===== src/rtl/seq_alu_pkg.sv =====
// seq_alu_pkg: shared opcode and FSM state encodings for seq_alu.
package seq_alu_pkg;

    typedef enum logic [1:0] {
        OP_ADD = 2'b00,
        OP_SUB = 2'b01,
        OP_MUL = 2'b10,
        OP_DIV = 2'b11
    } op_e;

    typedef enum logic [1:0] {
        S_IDLE = 2'd0,
        S_RUN  = 2'd1,
        S_DONE = 2'd2
    } state_e;

endpackage


===== src/rtl/alu_iter_step.sv =====
// alu_iter_step: one combinational iteration of the multi-cycle ALU.
//   MUL: shift-add. {acc, shreg} is the partial product with the multiplier
//        in shreg; if shreg[0] add b into acc, then shift the pair right.
//   DIV: restoring. acc is the partial remainder, shreg holds the dividend
//        being shifted out on the left and quotient bits shifted in on the right.
//   After W steps {acc, shreg} is the product, or {remainder, quotient}.
// Ports:
//   i_is_div  1  select DIV step (else MUL step)
//   i_acc     W  accumulator / partial remainder
//   i_shreg   W  multiplier / dividend-quotient shift register
//   i_b       W  multiplicand / divisor
//   o_acc     W  next accumulator
//   o_shreg   W  next shift register
module alu_iter_step #(
    parameter int W = 8
) (
    input  logic         i_is_div,
    input  logic [W-1:0] i_acc,
    input  logic [W-1:0] i_shreg,
    input  logic [W-1:0] i_b,
    output logic [W-1:0] o_acc,
    output logic [W-1:0] o_shreg
);

    logic [W:0] w_sum;    // acc + b (or acc when multiplier bit is 0), with carry
    logic [W:0] w_rem;    // remainder shifted left with next dividend bit
    logic [W:0] w_trial;  // trial subtraction
    logic       w_q;

    always_comb begin
        w_sum   = {1'b0, i_acc} + (i_shreg[0] ? {1'b0, i_b} : '0);
        w_rem   = {i_acc, i_shreg[W-1]};
        w_trial = w_rem - {1'b0, i_b};
        w_q     = (w_rem >= {1'b0, i_b});
        if (i_is_div) begin
            // The remainder after a successful subtract is < b, so it fits W bits.
            o_acc   = w_q ? w_trial[W-1:0] : w_rem[W-1:0];
            o_shreg = {i_shreg[W-2:0], w_q};
        end else begin
            o_acc   = w_sum[W:1];
            o_shreg = {w_sum[0], i_shreg[W-1:1]};
        end
    end

endmodule


===== src/rtl/seq_alu.sv =====
// seq_alu: multi-cycle unsigned integer ALU with start/busy/done handshake.
//   ADD/SUB and DIV-by-zero finish one cycle after accept; MUL/DIV iterate
//   for W cycles through alu_iter_step. result/dbz are only updated on the
//   edge that enters DONE and hold until the next completion.
// Ports:
//   clk     1   clock
//   rst     1   synchronous active-high reset
//   start   1   request, accepted when not busy (incl. the DONE cycle)
//   op      2   00 ADD, 01 SUB, 10 MUL, 11 DIV (sampled on accept)
//   a, b    W   unsigned operands (sampled on accept)
//   busy    1   high in RUN
//   done    1   one-cycle completion pulse
//   result  2W  result register
//   dbz     1   divide-by-zero flag, held with result
module seq_alu
    import seq_alu_pkg::*;
#(
    parameter int W = 8
) (
    input  logic           clk,
    input  logic           rst,
    input  logic           start,
    input  logic [1:0]     op,
    input  logic [W-1:0]   a,
    input  logic [W-1:0]   b,
    output logic           busy,
    output logic           done,
    output logic [2*W-1:0] result,
    output logic           dbz
);

    localparam int CNT_W = $clog2(W) + 1;

    state_e           r_state;
    op_e              r_op;
    logic [W-1:0]     r_acc;
    logic [W-1:0]     r_shreg;
    logic [W-1:0]     r_b;
    logic [CNT_W-1:0] r_cnt;
    logic [2*W-1:0]   r_result;
    logic             r_dbz;

    logic             w_accept;
    logic [W:0]       w_add;   // bit W is the carry
    logic [W:0]       w_sub;   // bit W is the borrow (set iff a < b)
    logic [W-1:0]     w_acc_n;
    logic [W-1:0]     w_shreg_n;

    assign w_accept = start && (r_state != S_RUN);
    assign w_add    = {1'b0, a} + {1'b0, b};
    assign w_sub    = {1'b0, a} - {1'b0, b};

    alu_iter_step #(.W(W)) u_step (
        .i_is_div (r_op == OP_DIV),
        .i_acc    (r_acc),
        .i_shreg  (r_shreg),
        .i_b      (r_b),
        .o_acc    (w_acc_n),
        .o_shreg  (w_shreg_n)
    );

    always_ff @(posedge clk) begin
        if (rst) begin
            r_state  <= S_IDLE;
            r_op     <= OP_ADD;
            r_acc    <= '0;
            r_shreg  <= '0;
            r_b      <= '0;
            r_cnt    <= '0;
            r_result <= '0;
            r_dbz    <= 1'b0;
        end else begin
            case (r_state)
                S_IDLE, S_DONE: begin
                    if (w_accept) begin
                        case (op_e'(op))
                            OP_ADD: begin
                                r_result <= {{(W-1){1'b0}}, w_add};
                                r_dbz    <= 1'b0;
                                r_state  <= S_DONE;
                            end
                            OP_SUB: begin
                                r_result <= {{(W-1){1'b0}}, w_sub};
                                r_dbz    <= 1'b0;
                                r_state  <= S_DONE;
                            end
                            OP_MUL, OP_DIV: begin
                                if (op_e'(op) == OP_DIV && b == '0) begin
                                    r_result <= {a, {W{1'b1}}};
                                    r_dbz    <= 1'b1;
                                    r_state  <= S_DONE;
                                end else begin
                                    r_op    <= op_e'(op);
                                    r_acc   <= '0;
                                    r_shreg <= a;
                                    r_b     <= b;
                                    r_cnt   <= '0;
                                    r_state <= S_RUN;
                                end
                            end
                            default: r_state <= S_IDLE;
                        endcase
                    end else begin
                        r_state <= S_IDLE;
                    end
                end
                S_RUN: begin
                    r_acc   <= w_acc_n;
                    r_shreg <= w_shreg_n;
                    r_cnt   <= r_cnt + 1'b1;
                    // Last step: publish straight from the step outputs so
                    // no partial value ever reaches result.
                    if (r_cnt == CNT_W'(W - 1)) begin
                        r_result <= {w_acc_n, w_shreg_n};
                        r_dbz    <= 1'b0;
                        r_state  <= S_DONE;
                    end
                end
                default: r_state <= S_IDLE;
            endcase
        end
    end

    assign busy   = (r_state == S_RUN);
    assign done   = (r_state == S_DONE);
    assign result = r_result;
    assign dbz    = r_dbz;

endmodule

===== config.mk =====
export PLATFORM = sky130hd
export DESIGN_NAME = seq_alu
export DESIGN_NICKNAME = d
export VERILOG_FILES = /design/src/rtl/seq_alu_pkg.sv /design/src/rtl/alu_iter_step.sv /design/src/rtl/seq_alu.sv
export SDC_FILE = /design/constraint.sdc
export NUM_CORES = 1
export LEC_CHECK = 0
export BUFFER_PORTS_ARGS = -buffer_cell sky130_fd_sc_hd__buf_2
export CELL_PAD_IN_SITES_DETAIL_PLACEMENT = 1
export CELL_PAD_IN_SITES_GLOBAL_PLACEMENT = 2
export CORE_MARGIN = 3
export CORE_UTILIZATION = 38
export CTS_CLUSTER_DIAMETER = 80
export DETAILED_ROUTE_END_ITERATION = 12
export GPL_TIMING_DRIVEN = 1
export HOLD_SLACK_MARGIN = 0.1
export PLACE_DENSITY = 0.95
export SKIP_LAST_GASP = 1
export SLEW_MARGIN = 20
export SYNTH_ARGS = -nofsm -noshare
export SYNTH_HDL_FRONTEND = slang
export SYNTH_SLANG_ARGS = --single-unit

===== constraint.sdc =====
create_clock -name clk -period 4.5 [get_ports clk]
set_clock_uncertainty 0.2 [all_clocks]
set_input_delay 0 -clock clk [delete_from_list [all_inputs] [get_ports clk]]
set_output_delay 0 -clock clk [all_outputs]
set_load 0.1 [all_outputs]

# ---- Word-level counts from Yosys, hierarchy flattened
# Index checks and enable logic that the tools add are counted.
dict set report totals {
  regBits 49
  in_bits 21
  out_inout_bits 19
  word_cells 71
}
dict set report op_classes {
  addsub 5
  n_lt_le_gt_ge 1
  eq_ne 13
  n_mux 31
  n_bitwise 1
  n_reduce_logical 12
}
# op count
set op_table {}
lappend op_table {{two-way mux 8 bit} 10}
lappend op_table {{two-way mux 16 bit} 3}
lappend op_table {{one-hot mux 16 bit (3 select lines)} 1}
lappend op_table {{one-hot mux 16 bit (2 select lines)} 1}
lappend op_table {{one-hot mux 8 bit (2 select lines)} 2}
lappend op_table {{adder 8 x 8 -> 9 bit} 2}
lappend op_table {{two-way mux 4 bit} 3}
lappend op_table {{AND reduction 4 bit} 3}
lappend op_table {{>= comparator 9 x 8 -> 1 bit} 1}
lappend op_table {{subtractor 8 x 8 -> 9 bit} 1}
lappend op_table {{== test 2 bit (second input constant)} 4}
lappend op_table {{logical NOT 8 bit} 1}
lappend op_table {{one-hot mux 2 bit (2 select lines)} 2}
lappend op_table {{one-hot mux 4 bit (2 select lines)} 1}
lappend op_table {{subtractor 8 bit} 1}
lappend op_table {{two-way mux 2 bit} 3}
lappend op_table {{inequality test 2 x 1 -> 1 bit (second input constant)} 3}
lappend op_table {{OR reduction 2 bit} 3}
lappend op_table {{adder 4 x 1 -> 4 bit (second input constant)} 1}
lappend op_table {{== test 2 x 1 -> 1 bit (second input constant)} 2}
lappend op_table {{== test 4 x 3 -> 1 bit (second input constant)} 1}
lappend op_table {{logical NOT 2 bit} 2}
lappend op_table {{inequality test 2 bit (second input constant)} 2}
lappend op_table {{one-hot mux 1 bit (2 select lines)} 2}
lappend op_table {{5 further kinds} 8}

# ---- Longest topological paths before layout
# Gate-level depths: netlist of run 1.
dict set report logic_depth {
  depth_word 6
  depth_mapped 11
  depth_no_buf 11
}

# ---- Modules after synthesis
# From an unflattened synthesis of run 1, not the netlist that was laid out.
dict set report hier_totals {
  cells_unflattened 436
  hier_area_um2 3440.8
}
# mod instances cells_each area_per_inst_um2 seq_area_each_um2
set modules_own_cells {}
lappend modules_own_cells {seq_alu 1 301 2459.9 980.9}
lappend modules_own_cells {alu_iter_step 1 135 980.9 0.0}

# ---- Worst setup path before layout of run 1
# Ideal clock, no wire load.
dict set report synth_timing {
  kind {input port to flip-flop}
  from {input op[0]}
  to {register r_result[6], in the netlist result[6]}
  setup_ns 0.132
  arrival_ns 2.140
  required_ns 4.168
  setup_slack_ns 2.027
  cell_stages 10
  n_path_buf 1
  path_cell_list {nor2b_1 > clkbuf_1 > mux2_2 > fa_1 > nand2b_1 > a21oi_1 > o22ai_1 > xnor2_1 > a2111oi_0 > nor3_1}
}
dict set report synth_between {
  elab_chain_len 5
  word_cells_on_any_way 11
  classes_between {eq/ne (4); mux (3); reduce/logical (4)}
}
# element line_no
set synth_rtl {}
lappend synth_rtl {{from (decl)} seq_alu.sv:23} ;# input logic [1:0] op,
lappend synth_rtl {{== test 2 bit (on tied branches)} {seq_alu.sv:76, seq_alu.sv:88}}
lappend synth_rtl {{OR reduction 2 bit} seq_alu.sv:76} ;# case (op_e'(op))
lappend synth_rtl {{one-hot mux 16 bit (3 select lines)} seq_alu.sv:76}
lappend synth_rtl {{two-way mux 16 bit} seq_alu.sv:75} ;# if (w_accept) begin
lappend synth_rtl {{one-hot mux 16 bit (2 select lines)} seq_alu.sv:73} ;# case (r_state)
lappend synth_rtl {{to (signal assigned)} seq_alu.sv:78} ;# r_result <= {{(W-1){1'b0}}, w_add};
lappend synth_rtl {{to (signal assigned)} seq_alu.sv:83} ;# r_result <= {{(W-1){1'b0}}, w_sub};
lappend synth_rtl {{to (signal assigned)} seq_alu.sv:89} ;# r_result <= {a, {W{1'b1}}};
lappend synth_rtl {{to (decl)} seq_alu.sv:40} ;# logic [2*W-1:0] r_result;
# Several ways; a longest one is shown, not always the timed one. The select of a mux whose other input is x is not followed.
# A chain may end at the register's enable or synchronous reset.

# ---- Worst setup path in the final report of run 1
dict set report layout_timing {
  from {input op[1]}
  to {register r_result[6], in the netlist result[6]}
}
# The elaborated chain is that of the path after synthesis.

==> results.py, run 1 <==
metrics = {
    "sta": {
        "worstMarginPinSlew_ns": 0.990,
        "maxClockFrequency_mhz": 306,
        "rsz0062_at_grt": "no",
        "setup_viol": 0,
        "slew_headroom_pct": 34.0,
        "setup_total_negative_slack_ns": 0,
        "fin_crit_ns": 3.27,
        "final_number_of_hold_violating_endpoints": 0,
        "min_period_over_period_pct": 72.6,
        "finalMaxSlewViolations": 0,
    },
    "critical_path": {
        "cp-start-kind": "input pin",
        "timing_worst_setup_path_type": "in -> reg",
        "critPathCaptureType": "flop",
        "required_ns": 4.45,
        "worst-endpoint-arrival_ns": 3.21,
        "critical_path_peak_fanout": 14,
    },
    "power": {
        "pwr_density_cell_mw_per_mm2": 279,
        "cell_leakage_power_nw": 1.70,
        "combPwrFrac_pct": 34.1,
        "power.share.sequential_pct": 41.9,
        "internal_power_mw": 0.686,
        "worst_ir_drop_vdd_mv": 0.140,
        "power_switching_share_pct": 39.1,
        "p_clk_share_pct": 24.0,
        "post-layout-total-power_mw": 1.13,
        "p_sw_mw": 0.441,
    },
    "floorplan": {
        "chipWidth_um": 103,
        "die_h_um": 103,
        "dieArea_mm2": 0.0106,
        "core_mm2": 0.00889,
        "start_util_pct": 40.0,
        "design.portCount": 40,
        "placementRows": 34,
    },
    "placed_design": {
        "buffer_ports.inserted": 39,
        "dp_hpwl_um": 8770,
        "placed_area_mm2": 0.00378,
        "finalWeightedCongestion": 0.915,
    },
    "synthesis": {
        "async_flop_share_pct": 0,
        "synth-edff-count": 0,
        "proportion_of_synthesized_chip_area_in_sequential_cells_pct": 27.6,
        "netlist.top_cell.by_area": "dfxtp_1",
        "synthMostInstantiatedCell": "nand2_1",
        "synth_warnings": 0,
        "netlist_top_cells_area": "dfxtp_1 (28%), ha_1 (9.1%), a21oi_1 (7.2%)",
        "number_of_nets_produced_by_synthesis": 502,
        "post_synth_instance_area_mm2": 0.00356,
        "ys_seq_elements": 49,
        "synth-main-ff-cell": "dfxtp_1",
        "yosys.cell_types.count": 63,
        "postSynthCellCount": 452,
        "average_cell_area_after_synthesis_um2": 7.87,
        "synth_largest_type_area_fraction_pct": 27.6,
        "synth.cells.most_frequent": "nand2_1 (54), a21oi_1 (51), dfxtp_1 (49)",
    },
    "clocking": {
        "cts_repair_resize_count": 0,
        "cts.clk_slew.worst_paths_ns": 0.10,
        "cts_hold_repair.buffers": 18,
        "cts-buffers-inserted": 5,
        "postCtsSetupBuffers": 0,
        "cts-root-buf": "clkbuf_8",
        "numClockSinks": 49,
        "maximum_root_to_sink_buffer_count": 2,
        "cts.htree.levels": 2,
        "tritoncts": "yes",
        "worst_skew_pair.late_latency_ns": 0.30,
    },
    "cells_and_area": {
        "num-fill-cells": 1107,
        "final_area_mm2": 0.00405,
        "num_antenna_cells": 0,
        "final_layout_size_suffix_gt1_share_pct": 12.7,
        "p_r_area_growth_vs_syn_pct": 13.7,
        "register_area_um2": 981,
        "finalNetCount": 545,
        "area_used_by_multi_input_combinational_logic_mm2": 0.00238,
    },
    "run_status": {
        "result_of_the_run": "complete, no violations",
    },
    "drt": {
        "antenna_left": 0,
        "detail_route.wirelength_um": 11600,
        "drc_errors": 0,
        "drt-wirelength-per-cell_um": 19.2,
        "drt_first_iter_violations": 186,
        "detailedRoute.firstPassIterationCount": 4,
        "post_drt_via_cell_ratio": 5.81,
        "detailroute.via_count": 3511,
    },
    "grt": {
        "grt_start_max_net_pins": 51,
        "number_of_antenna_violations_at_the_first_check_in_global_routing": 0,
        "via_count_of_the_first_global_routing_pass": 3664,
        "grt_overflow": 0,
        "grt_usage_pct": 22.9,
        "grt_first_pass_wirelength_um": 18800,
    },
    "worst_hold_path": {
        "holdCritPathClass": "in -> reg",
    },
    "job": {
        "cap_viol_max_count": 0,
    },
}
==> layout by cell type, fill, tap and decap left out, types with 5 or more instances in the layout <==
cell type / n
nand2_1: 54
a21oi_1: 51
dfxtp_1: 49
nor2_1: 42
buf_2: 39
ha_1: 26
inv_1: 18
o21ai_0: 18
dlygate4sd3_1: 18
a21o_1: 15
xnor2_1: 12
nor3_1: 11
nand3_1: 10
a211oi_1: 10
and2_1: 9
a31oi_1: 7
xor2_1: 7
nand2b_1: 6
a221oi_1: 6
o211ai_1: 6
nor2b_1: 5
and3_1: 5
mux2i_1: 5
clkbuf_8: 5
==> layer usage <==
metal  vias up  routed length, um  share of wire, %  track usage, %
met1      1700               5380                46            31.3
met3        14                525               4.5            2.98
met2        81               5550                48            38.3
met5         -                  0                 0               0
li1       1716                  -                 -               -
met4         0                168               1.4            5.88
==> state kept, by name, indices dropped and copies added (netlist names) <==
| register | flops |
|---|---|
| result | 16 |
| r_acc | 8 |
| r_state | 2 |
| r_cnt | 4 |
| r_shreg | 8 |
| dbz | 1 |
| r_op | 2 |
| r_b | 8 |
==> kinds of logic after synthesis <==
logic type / count (synthesis) / share of synthesized area (%)
buf+inv: 42 / 5.56
compound gates: 144 / 27.0
mux: 6 / 1.72
fa+ha+maj: 29 / 10.8
simple gates: 163 / 22.6
flops: 49 / 27.6
xor+xnor: 19 / 4.68
==> power groups by stage <==
stage	combinational [mW]	clock [mW]	sequential, mW
floorplan	0.210	0	0.557
global placement	0.362	0	0.480
detailed placement	0.370	0	0.482
CTS	0.383	0.276	0.472
global route	0.417	0.295	0.475
finish	0.384	0.271	0.472
==> metrics by stage <==
step / setup WS, ns / hold WS [ns] / cells / util, %
after floorplan: 2.03 / -0.0640 / 452 / -
after global placement: 1.59 / 0.0853 / 578 / 42.5
after detailed placement: 1.55 / 0.0908 / 578 / 42.5
after CTS: 1.30 / 0.116 / 604 / 45.5
after global routing: 0.922 / 0.161 / 604 / 45.5
final: 1.23 / 0.117 / 604 / 45.5
==> worst paths after layout <==
check	slack (ns)	from	depth (start not counted)	end
max	1.23	op[1]	11	result[6]
min	0.12	rst	2	r_shreg[3]
max reg2reg	1.73	r_acc[3]	7	result[12]
min reg2reg	0.25	result[2]	2	result[2]
==> area by class of cell <==
cell class                 instances  area share, %
clock buffer                       6           1.79
tap                              108           3.34
sequential                        49           24.2
timing repair buffer              59           9.65
inverter                          19           1.79
clock inverter                     2          0.371
multi-input combinational        361           58.8
==> critical path: stages <==
cell	delay [ns]
dlygate4sd3_1	0.53
buf_2	0.20
nor2b_1	0.43
mux2_2	0.42
fa_1	0.43
nand2b_1	0.18
a21oi_1	0.23
o22ai_1	0.15
xnor2_1	0.14
a2111oi_0	0.41
nor3_1	0.08
Note: power is estimated with default switching activity, not from simulation.
==> run 2: changes to the inputs <==
Settings changed: ABC_AREA set to 1, CORE_UTILIZATION 38 to 32, PLACE_DENSITY 0.95 to 0.89.
Clock period 4.5 ns to 3.01 ns, I/O delays scaled along.
==> run 2 against run 1 <==
Effect of this change: first-iteration DRC count down 5.4%; synthesized cell count up 20%; sequential cell count unchanged; clock power up 74%; combinational power up 74%; register-to-register slack worse by 1.3 ns; via count up 8.0%; setup slack worse by 1.1 ns; non-clock buffer count up 15; hold slack better by 0.065 ns; critical path type unchanged.
==> results.py, run 2 <==
metrics = {
    "run_status": {
        "result_of_the_run": "complete, no violations",
    },
    "clocking": {
        "cts.htree.levels": 2,
        "tritoncts": "yes",
        "worst_skew_pair.late_latency_ns": 0.31,
        "cts-buffers-inserted": 5,
        "cts.clk_slew.worst_paths_ns": 0.10,
        "maximum_root_to_sink_buffer_count": 2,
        "numClockSinks": 49,
        "cts-root-buf": "clkbuf_8",
    },
    "critical_path": {
        "cp-start-kind": "input pin",
        "required_ns": 3.06,
        "timing_worst_setup_path_type": "in -> reg",
        "reg2reg_depth": 7,
        "most_used_cell_along_the_critical_path": "dlygate4sd3_1",
        "critical_path.reg2reg.startpoint": "r_state[0]",
        "critical_path_peak_fanout": 5,
        "critPathCaptureType": "flop",
        "worst-endpoint-arrival_ns": 2.95,
        "slowest_stage": "dlygate4sd3_1",
        "crit_path_cell_trace": "dlygate4sd3_1 -> buf_2 -> inv_1 -> ha_1 -> nand2_2 -> nor2_1 -> nand2_1 -> nand2_2 -> nor2_4 -> nand2_1 -> dlygate4sd3_1 -> a31oi_1 -> dlygate4sd3_1",
        "timing.rr.end": "r_shreg[1]",
        "timing.reg2reg.setup_slack_ns": 0.46,
        "cpPeakStageDelay_ns": 0.58,
    },
    "floorplan": {
        "placementRows": 37,
        "design.portCount": 40,
        "die_h_um": 112,
        "dieArea_mm2": 0.0125,
        "chipWidth_um": 112,
        "start_util_pct": 33.7,
        "core_mm2": 0.0106,
    },
    "sta": {
        "final_number_of_hold_violating_endpoints": 0,
        "slew_headroom_pct": 50.0,
        "finalMaxSlewViolations": 0,
        "maxClockFrequency_mhz": 345,
        "setup_viol": 0,
        "min_period_over_period_pct": 96.3,
        "rsz0062_at_grt": "no",
        "fin_crit_ns": 2.90,
        "setup_total_negative_slack_ns": 0,
        "worstMarginPinSlew_ns": 0.749,
    },
    "cells_and_area": {
        "finalNetCount": 656,
        "final_area_mm2": 0.00427,
        "final_layout_size_suffix_gt1_share_pct": 12.4,
        "num_antenna_cells": 0,
        "layout_commonest_cell": "nand2_1",
        "p_r_area_growth_vs_syn_pct": 19.8,
        "most-common-layout-cells": "nand2_1 (127), inv_1 (69), a21oi_1 (61)",
        "max_reg_flops": 16,
    },
    "synthesis": {
        "average_cell_area_after_synthesis_um2": 6.58,
        "netlist_top_cells_area": "dfxtp_1 (27%), nand2_1 (13%), ha_1 (9.1%)",
        "synth.cells.most_frequent": "nand2_1 (127), inv_1 (69), a21oi_1 (61)",
        "synth_largest_type_area_fraction_pct": 27.5,
        "synth-edff-count": 0,
        "netlist.top_cell.by_area": "dfxtp_1",
        "ys_seq_elements": 49,
        "proportion_of_synthesized_chip_area_in_sequential_cells_pct": 27.5,
        "number_of_nets_produced_by_synthesis": 592,
        "yosys.cell_types.count": 34,
        "postSynthCellCount": 542,
        "synth_warnings": 0,
        "synthMostInstantiatedCell": "nand2_1",
        "synth-main-ff-cell": "dfxtp_1",
        "async_flop_share_pct": 0,
        "post_synth_instance_area_mm2": 0.00357,
    },
    "drt": {
        "drt_first_iter_violations": 176,
        "detailedRoute.firstPassIterationCount": 4,
        "antenna_left": 0,
        "drt-wirelength-per-cell_um": 16.7,
        "detailroute.via_count": 3791,
        "drc_errors": 0,
        "detail_route.wirelength_um": 12400,
        "post_drt_via_cell_ratio": 5.11,
    },
    "power": {
        "pwr_density_cell_mw_per_mm2": 434,
        "worst_ir_drop_vdd_mv": 0.253,
        "cell_leakage_power_nw": 2.12,
    },
    "grt": {
        "via_count_of_the_first_global_routing_pass": 4078,
        "number_of_antenna_violations_at_the_first_check_in_global_routing": 0,
        "grt_start_max_net_pins": 26,
        "grt_first_pass_wirelength_um": 20700,
        "grt_overflow": 0,
        "grt_use_met2_pct": 36.0,
        "met3_usage_in_global_routing_pct": 2.45,
        "met1_usage_pct": 26.2,
        "grt_busiest_layer": "met2",
        "grt_usage_pct": 20.3,
    },
    "placed_design": {
        "finalWeightedCongestion": 0.855,
        "dp_hpwl_um": 9330,
        "placed_area_mm2": 0.00385,
        "buffer_ports.inserted": 39,
    },
    "worst_hold_path": {
        "holdCritPathClass": "in -> reg",
        "worstHoldEndpoint": "r_cnt[2]",
        "hold_depth": 7,
        "worst_hold_startpoint": "start",
    },
    "job": {
        "cap_viol_max_count": 0,
    },
}
==> run 2: critical path, delay by kind of cell <==
family / cells / cell delay, ns
AOI/OAI and AO/OA: 1 / 0.19
adders and majority gates: 1 / 0.22
and+or+nand+nor: 6 / 0.63
buffers and inverters: 5 / 1.89
==> run 2: report_power, final <==
group,total [mW],internal (mW),switching (mW)
Sequential,0.715,0.687,0.0285
Clock,0.472,0.242,0.230
Combinational,0.670,0.194,0.475
Total,1.86,1.12,0.733
==> run 2: through the flow <==
step / util, % / worst slack, ns / power, mW / cells / hold WS [ns]
6_report: 40.3 / 0.111 / 1.86 / 742 / 0.182
5_1_grt: 40.3 / 0.00217 / 1.98 / 742 / 0.247
4_1_cts: 40.2 / 0.133 / 1.86 / 740 / 0.128
3_5_place_dp: 36.4 / 0.494 / 1.36 / 703 / 0.0967
3_3_place_gp: 36.4 / 0.597 / 1.35 / 703 / 0.0837
2_1_floorplan: - / 0.815 / 1.22 / 542 / -0.0511
==> run 2: worst max path at each step <==
stage | endpoint | depth (start not counted) | slack (ns) | start
2_1_floorplan | r_acc[5] | 12 | 0.82 | r_shreg[0]
3_3_place_gp | r_shreg[0] | 10 | 0.60 | r_b[6]
3_5_place_dp | result[8] | 13 | 0.49 | op[0]
4_1_cts | r_shreg[3] | 13 | 0.13 | b[0]
5_1_grt | r_shreg[1] | 14 | 0.002 | b[1]
6_report | r_shreg[1] | 13 | 0.11 | b[0]
==> run 2: timing repair <==
item	CTS	global route
setup buffers	0	2
hold endpoints to repair	42	0
hold buffers	30	0
resized for setup	0	1
endpoints found under the setup margin	0	5
==> run 2: cell type report <==
cell class,count,area [um2]
repair buffers,74,533
fillers,1407,6330
inverters,73,274
clock inverters,2,35.0
clock buffers,5,68.8
flip-flops and latches,49,981
well taps,136,170
multi-input cells,403,2210
==> run 2: routing by layer <==
metal	wire, um	part of all wire, %	vias to the layer above
met3	386	3.1	13
met4	156	1.3	0
met1	5860	47	1806
met2	6010	48	70
met5	0	0	-
li1	-	-	1902
==> run 2: cell families after synthesis <==
group,synth area share [%]
XOR/XNOR,2.95
buffers and inverters,10.5
adder cells (fa/ha/maj),10.8
AO/OA/AOI/OAI,18.9
flip-flops,27.5
AND/OR/NAND/NOR,29.3
==> run 3: changes to the inputs <==
Settings changed: PLACE_DENSITY 0.89 to unset, PLACE_DENSITY_LB_ADDON set to 0.12.
==> run 3 against run 2 <==
Effect of this change: the run now ends with setup timing left; global-route usage grew 0.56 points; clock-buffer cell count grew 2; sequential power is essentially flat; via count shrank 0.76%.
==> results.py, run 3 (synthesis results as in run 2) <==
metrics = {
    "run_status": {
        "result_of_the_run": "complete, but fails checks",
        "violations": "setup timing",
    },
    "drt": {
        "drt_first_iter_violations": 193,
        "drc_errors": 0,
        "met1Wirelength_um": 6010,
        "detail_route.wirelength_um": 12700,
        "detailroute.via_count": 3762,
        "drt-wirelength-per-cell_um": 17.0,
        "antenna_left": 0,
        "highest_layer": "met4",
        "detailedRoute.firstPassIterationCount": 4,
        "wl_met3_um": 214,
        "post_drt_via_cell_ratio": 5.05,
        "met2RoutedLength_um": 6250,
    },
    "sta": {
        "setup_viol": 1,
        "final_number_of_hold_violating_endpoints": 0,
        "worstMarginPinSlew_ns": 0.769,
        "min_period_over_period_pct": 100,
        "maxClockFrequency_mhz": 331,
        "finalMaxSlewViolations": 0,
        "worst_slack_ns": -0.00973,
        "setup_total_negative_slack_ns": -0.00973,
        "hold_slack_ns": 0.187,
        "fin_crit_ns": 3.02,
        "rsz0062_at_grt": "yes",
        "slew_headroom_pct": 48.6,
    },
    "clocking": {
        "maximum_root_to_sink_buffer_count": 2,
        "cts.clk_slew.worst_paths_ns": 0.11,
        "tritoncts": "yes",
        "postCtsSetupBuffers": 0,
        "cts-root-buf": "clkbuf_8",
        "cts-buffers-inserted": 5,
        "numClockSinks": 49,
        "worst_skew_pair.late_latency_ns": 0.31,
        "cts.htree.levels": 2,
    },
    "critical_path": {
        "required_ns": 3.07,
        "critPathCaptureType": "flop",
        "worst-endpoint-arrival_ns": 3.08,
        "timing.rr.end": "r_shreg[0]",
        "cp-start-kind": "input pin",
        "timing_worst_setup_path_type": "in -> reg",
        "setup.worst_path.start": "b[0]",
        "timing.reg2reg.setup_slack_ns": 0.11,
        "critical_path.reg2reg.startpoint": "r_b[6]",
        "critical_path_peak_fanout": 4,
        "reg2reg_depth": 11,
    },
    "floorplan": {
        "chipWidth_um": 112,
        "core_mm2": 0.0106,
        "start_util_pct": 33.7,
        "design.portCount": 40,
        "dieArea_mm2": 0.0125,
        "die_h_um": 112,
        "placementRows": 37,
    },
    "grt": {
        "grt_usage_pct": 20.8,
        "grt_overflow": 0,
        "number_of_antenna_violations_at_the_first_check_in_global_routing": 0,
        "grt_start_max_net_pins": 26,
        "via_count_of_the_first_global_routing_pass": 3818,
        "grt_first_pass_wirelength_um": 20700,
    },
    "worst_hold_path": {
        "hold_depth": 5,
        "holdCritPathClass": "in -> reg",
        "worstHoldEndpoint": "r_b[4]",
        "worst_hold_startpoint": "start",
    },
    "placed_design": {
        "finalWeightedCongestion": 0.888,
        "buffer_ports.inserted": 39,
        "dp_hpwl_um": 9770,
    },
    "cells_and_area": {
        "layout_commonest_cell": "nand2_1",
        "num_antenna_cells": 0,
        "finish.utilization_pct": 40.6,
        "finalNetCount": 658,
        "max_reg_flops": 16,
        "most-common-layout-cells": "nand2_1 (127), inv_1 (69), a21oi_1 (61)",
        "p_r_area_growth_vs_syn_pct": 20.7,
        "final_layout_size_suffix_gt1_share_pct": 12.3,
    },
    "job": {
        "cap_viol_max_count": 0,
    },
    "power": {
        "cell_leakage_power_nw": 2.13,
        "pwr_density_cell_mw_per_mm2": 431,
        "worst_ir_drop_vdd_mv": 0.186,
    },
}
## run 3: power by group
group          internal, mW  leakage (nW)  switching [mW]
Combinational         0.197          1.67           0.478
Clock                 0.213        0.0549           0.251
Sequential            0.687         0.401          0.0297
## run 3: cell type report
type	instances	area, um2
Timing Repair Buffer	75	552
Clock inverter	1	8.76
Inverter	73	274
Fill cell	1403	6300
Clock buffer	7	96.3
Multi-Input combinational cell	404	2220
Sequential cell	49	981
Tap cell	136	170
## run 3: worst max-delay path by stage
stage	to	slack (ns)
floorplan	r_acc[5]	0.82
global placement	result[6]	0.47
detailed placement	result[6]	0.43
CTS	r_shreg[0]	0.02
global route	r_shreg[0]	-0.05
finish	r_shreg[2]	-0.01
## run 3: through the flow
| step | instances | area [um2] | setup WS (ns) | power [mW] |
|---|---|---|---|---|
| after CTS | 744 | 4290 | 0.0217 | 1.88 |
| final | 745 | 4310 | -0.00973 | 1.86 |
| after detailed placement | 703 | 3850 | 0.431 | 1.37 |
| after floorplan | 542 | 3570 | 0.815 | 1.22 |
| after global routing | 745 | 4310 | -0.0465 | 1.98 |
| after global placement | 703 | 3850 | 0.474 | 1.36 |
## run 3: per-layer routing
metal | vias to the layer above | track usage (%)
met4 | 0 | 4.46
met1 | 1791 | 27.9
met5 | - | 0
met3 | 14 | 1.85
met2 | 42 | 36.6
li1 | 1915 | -
## run 3: worst max-delay path, stage by stage
cell	delay [ns]
dlygate4sd3_1	0.52
buf_2	0.16
inv_1	0.07
ha_1	0.23
nand2_2	0.11
nor2_1	0.05
nand2_1	0.16
nand2_2	0.13
nor2_2	0.28
nand2_1	0.07
dlygate4sd3_1	0.56
a31oi_1	0.15
dlygate4sd3_1	0.57
## run 3: repair_timing
| action | in CTS | in global routing |
|---|---|---|
| hold buffers | 33 | 0 |
| resized for setup | 0 | 4 |
| setup endpoints to repair | 0 | 7 |
| hold endpoints to repair | 42 | 0 |
